==> src/rtl/mips_cpu_mem_arbiter.sv <==
// Two-requester memory arbiter: shares one combinational-read /
// single-cycle-write memory port between instruction fetch and data access.
// Grants are combinational from the requests; read data and the response
// valids are registered, so responses appear one cycle after the grant.
module mips_cpu_mem_arbiter #(
    parameter int POLICY   = 1,  // 0: round-robin on conflict, 1: data priority + fetch starvation guard
    parameter int MAX_WAIT = 3   // denied fetch cycles before fetch is forced (POLICY=1), 1..15
) (
    input  logic        clk,
    input  logic        reset_n,
    input  logic        i_req,
    input  logic [31:0] i_addr,
    output logic        i_gnt,
    output logic        i_rvalid,
    output logic [31:0] i_rdata,
    input  logic        d_req,
    input  logic        d_we,
    input  logic [31:0] d_addr,
    input  logic [31:0] d_wdata,
    output logic        d_gnt,
    output logic        d_rvalid,
    output logic [31:0] d_rdata,
    output logic [31:0] mem_address,
    output logic        mem_read,
    output logic        mem_write,
    output logic [31:0] mem_writedata,
    input  logic [31:0] mem_readdata
);

    typedef enum logic {
        GNT_INSTR = 1'b0,
        GNT_DATA  = 1'b1
    } gnt_e;

    localparam logic [3:0] MAX_WAIT_C = 4'(MAX_WAIT);

    gnt_e        last_gnt_q, last_gnt_d;
    logic [3:0]  starve_cnt_q, starve_cnt_d;
    logic        i_rvalid_q, d_rvalid_q;
    logic [31:0] i_rdata_q, d_rdata_q;
    logic        grant_i, grant_d;

    // Arbitration; grants are gated by reset so nothing reaches memory while in reset.
    always_comb begin
        grant_i = 1'b0;
        grant_d = 1'b0;
        if (reset_n) begin
            if (i_req && d_req) begin
                if (POLICY == 0) begin
                    // Alternate: serve whoever did not win last time.
                    if (last_gnt_q == GNT_DATA) grant_i = 1'b1;
                    else                        grant_d = 1'b1;
                end else begin
                    // Data wins unless fetch has waited MAX_WAIT cycles in a row.
                    if (starve_cnt_q == MAX_WAIT_C) grant_i = 1'b1;
                    else                            grant_d = 1'b1;
                end
            end else begin
                grant_i = i_req;
                grant_d = d_req;
            end
        end
    end

    // Next-state for the last-grant tracker and the fetch starvation counter.
    always_comb begin
        last_gnt_d   = last_gnt_q;
        starve_cnt_d = starve_cnt_q;
        if (grant_i)      last_gnt_d = GNT_INSTR;
        else if (grant_d) last_gnt_d = GNT_DATA;

        if (!i_req || grant_i)             starve_cnt_d = 4'd0;
        else if (starve_cnt_q < MAX_WAIT_C) starve_cnt_d = starve_cnt_q + 4'd1;
    end

    // Memory port drive; all zeros when nobody is granted.
    always_comb begin
        mem_address   = 32'd0;
        mem_read      = 1'b0;
        mem_write     = 1'b0;
        mem_writedata = 32'd0;
        if (grant_i) begin
            mem_address = i_addr;
            mem_read    = 1'b1;
        end else if (grant_d) begin
            mem_address = d_addr;
            if (d_we) begin
                mem_write     = 1'b1;
                mem_writedata = d_wdata;
            end else begin
                mem_read = 1'b1;
            end
        end
    end

    // State and response registers; rdata only moves on a read grant to its owner.
    always_ff @(posedge clk or negedge reset_n) begin
        if (!reset_n) begin
            last_gnt_q   <= GNT_INSTR;
            starve_cnt_q <= 4'd0;
            i_rvalid_q   <= 1'b0;
            d_rvalid_q   <= 1'b0;
            i_rdata_q    <= 32'd0;
            d_rdata_q    <= 32'd0;
        end else begin
            last_gnt_q   <= last_gnt_d;
            starve_cnt_q <= starve_cnt_d;
            i_rvalid_q   <= grant_i;
            d_rvalid_q   <= grant_d;
            if (grant_i)          i_rdata_q <= mem_readdata;
            if (grant_d && !d_we) d_rdata_q <= mem_readdata;
        end
    end

    assign i_gnt    = grant_i;
    assign d_gnt    = grant_d;
    assign i_rvalid = i_rvalid_q;
    assign d_rvalid = d_rvalid_q;
    assign i_rdata  = i_rdata_q;
    assign d_rdata  = d_rdata_q;

endmodule

==> config.mk <==
export PLATFORM = sky130hd
export DESIGN_NAME = mips_cpu_mem_arbiter
export DESIGN_NICKNAME = d
export VERILOG_FILES = /design/src/rtl/mips_cpu_mem_arbiter.sv
export SDC_FILE = /design/constraint.sdc
export NUM_CORES = 1
export LEC_CHECK = 0
export ABC_CLOCK_PERIOD_IN_PS = 2280
export BUFFER_PORTS_ARGS = -buffer_cell sky130_fd_sc_hd__buf_2
export CORE_ASPECT_RATIO = 0.5
export CORE_UTILIZATION = 39
export DETAILED_ROUTE_END_ITERATION = 10
export GPL_ROUTABILITY_DRIVEN = 0
export PLACE_DENSITY = 0.87
export SLEW_MARGIN = 20
export SYNTH_ARGS = -nofsm -noshare
export SYNTH_HDL_FRONTEND = slang
export SYNTH_SLANG_ARGS = --single-unit
==> constraint.sdc <==
create_clock -name clk -period 2.28 [get_ports clk]
set_clock_uncertainty 0.05 [all_clocks]
set_input_delay 0.228 -clock clk [delete_from_list [all_inputs] [get_ports clk]]
set_output_delay 0.228 -clock clk [all_outputs]
set_load 0.05 [all_outputs]
==> results.yml <==
final_layout:
  final_cells: 639
  utilization: 0.7460
  design_area_um2: 5989
  fin_nets: 654
  final_layout_size_suffix_gt1_frac: 0.7695
  areaGrowthSynthToFinish_pct: 84.97
power_and_ir_drop:
  power_mw: 5.069
  swShare: 0.4099
  power.share.sequential: 0.315
  power.leakage_nw: 3.000
  vdd_ir_drop_max_uv: 750.5
  pwr_density_cell_nw_per_um2: 846.3
  comb_power_share: 0.411
  p_sw_mw: 2.078
  clkPwrFrac: 0.274
  p_int_mw: 2.991
global_routing:
  top_usage_layer: "met2"
  grt_first_pass_wirelength_um: 17460
  antenna_found_initial: 2
  grt_max_degree: 47
  grt_pass1_vias: 3104
  grtUsageTotal: 0.2809
  grt.met3_usage: 0.1003
  grt_overflow_total: 0
  grt_use_met1: 0.3479
  met2_usage: 0.4451
route:
  drt_iter0_markers: 307
  num_vias: 3402
  drt-total-wl_um: 14810
  wire_per_inst_um: 23.18
  drtAntennaViolNets: 0
  viasPerCell: 5.324
  drc: 0
  dr.pass1.iters: 4
sta:
  grt_setup_unrepaired: "true"
  setup_slack_ps: -95.44
  max_freq_mhz: 421.0
  worstMarginPinSlew_ps: 716.5
  slew_viol_final: 0
  finalHoldViolCount: 0
  maxSlewHeadroom: 0.5223
  tns_ps: -2027
  layout_min_cycle_time_ps: 2375
  setup-violations-final: 44
  post-route-period-util: 1.042
  hold_slack_ps: 100.2
clocking:
  clockRootBuffer: "clkbuf_16"
  clock-sinks: 70
  clk_pin_slew_ps: 60
  cts_buffers: 9
  ctsHtreeMaxLevel: 3
  cts_buffer_depth: 2
  cts_tree: "yes"
  clock_latency_ps: 320
setup_path:
  r2r-start: "starve_cnt_q[0]$_DFFE_PN0P_"
  timing.rr.end: "i_rdata[22]$_DFFE_PN0P_"
  path_max_fanout: 8
  cp.arrival_ps: 2100
  critPathLaunchType: "flip-flop"
  crit_required_ps: 2000
  cp-end-kind: "output port"
  crit_type: "reg -> out"
  rr_worst_depth: 7
  reg2reg_setup_slack_ps: -40
yosys:
  post-synth-top-area-cell: "dfrtp_1"
  yosysWarnings: 0
  ys_seq_area_frac: 0.5410
  synth-seq-cells: 70
  ys_types: 22
  synth_flop_cell: "dfrtp_1"
  syn_area_um2: 3238
  yosys-top-cells-count: "70 x dfrtp_1, 57 x mux2_2, 36 x and3_1, 32 x a22o_1, 8 x mux2_1"
  synth_nets: 369
  synth_top_area_frac: 0.5410
  synth_edf_count: 0
  synthCells: 235
  async_reset_ff_frac: 1.000
  yosysMostFrequentCell: "dfrtp_1"
  avgSynthCellArea_um2: 13.78
  synth_area_leaders: "dfrtp_1 54%, mux2_2 20%, a22o_1 8.7%"
status:
  outcome: "complete, but fails checks"
  violations: "setup timing"
floorplan:
  core-area_um2: 8029
  die_area_um2: 8693
  initial_core_util: 0.4033
  io_pins: 267
  die_width_um: 130.9
  chipHeight_um: 66.43
  rows: 23
worst_hold_path:
  min_to: "i_rdata[28]$_DFFE_PN0P_"
  hp-start: "mem_readdata[28]"
  hold_path_class: "in -> reg"
  worstHoldPathCells: 2
place:
  pre_cts_ws_ps: 136.8
  dp_hpwl_um: 9318
  dp.cells: 602
  numPortBuffers: 266
  place_area_um2: 4715
run:
  maxCapViolations: 0
## layout make-up
type	instances	area [µm²]
diodes	2	5.005
clock buffers	11	242.7
clock inverters	5	57.56
fillers	495	2039
inverters	1	3.754
multi-input cells	144	1523
flip-flops and latches	70	1752
well taps	112	140.1
repair buffers	294	2266
## how the worst max path moves through the flow
stage,endpoint,start
final,mem_address[3],starve_cnt_q[0]$_DFFE_PN0P_
after global routing,mem_address[3],starve_cnt_q[0]$_DFFE_PN0P_
after detailed placement,mem_address[25],starve_cnt_q[0]$_DFFE_PN0P_
after global placement,mem_address[28],starve_cnt_q[0]$_DFFE_PN0P_
after floorplan,mem_address[23],starve_cnt_q[0]$_DFFE_PN0P_
after CTS,mem_address[14],starve_cnt_q[0]$_DFFE_PN0P_
## critical path, cell delays in order (launching register included)
cell and delay (ps):
dfrtp_1 370, ha_2 200, nor3b_4 350, o211a_4 340
buf_6 150, a22o_1 190, buf_6 180
## registers in the layout, indices dropped and copies added, names as in the netlist
name,cells
d_rdata,32
i_rdata,32
starve_cnt_q,4
d_rvalid,1
i_rvalid,1
## power by group through the flow
stage               registers, mW  logic [mW]  clock network [mW]
floorplan                    2.42       0.514                   0
global placement             1.59        1.84                   0
detailed placement           1.60        1.87                   0
CTS                          1.59        1.96                1.41
global route                 1.62        2.13                1.46
finish                       1.60        2.08                1.39
## cell families (layout without fill, tap and decap cells)
| logic type | count (synthesis) | count (layout) | share of synthesized area |
|---|---|---|---|
| buf+inv | 21 | 311 | 0.04327 |
| simple gates | 41 | 41 | 0.08192 |
| mux | 65 | 65 | 0.2260 |
| flops | 70 | 70 | 0.5410 |
| fa+ha+maj | 1 | 1 | 0.003863 |
| xor+xnor | 1 | 1 | 0.002705 |
| other cells | 0 | 2 | 0 |
| compound gates | 36 | 36 | 0.1012 |
## timing repair
item,in CTS,in global routing
hold buffers,1,0
buffers inserted,6,5
endpoints found under the setup margin,66,78
cloned,2,6
gates resized for setup,76,151
pin swaps,27,28
hold endpoints to repair,24,0
## layer usage
metal	up-vias	share of wire
met5	-	0.00061
met4	2	0.020
met3	36	0.088
met2	203	0.50
met1	1706	0.39
li1	1455	-
## cells in the final DEF (no fill, tap or decap), types with 2 or more instances in the layout
cell | netlist | layout
buf_6 | 3 | 45
clkbuf_16 | 0 | 13
diode_2 | 0 | 2
dfrtp_1 | 70 | 70
buf_4 | 6 | 11
and3_1 | 36 | 4
and3_4 | 0 | 32
mux2_2 | 57 | 57
buf_12 | 0 | 6
mux2_1 | 8 | 8
buf_2 | 4 | 199
clkinv_2 | 0 | 2
buf_8 | 1 | 26
a22o_1 | 32 | 32
Power figures use the tool's default switching activity.
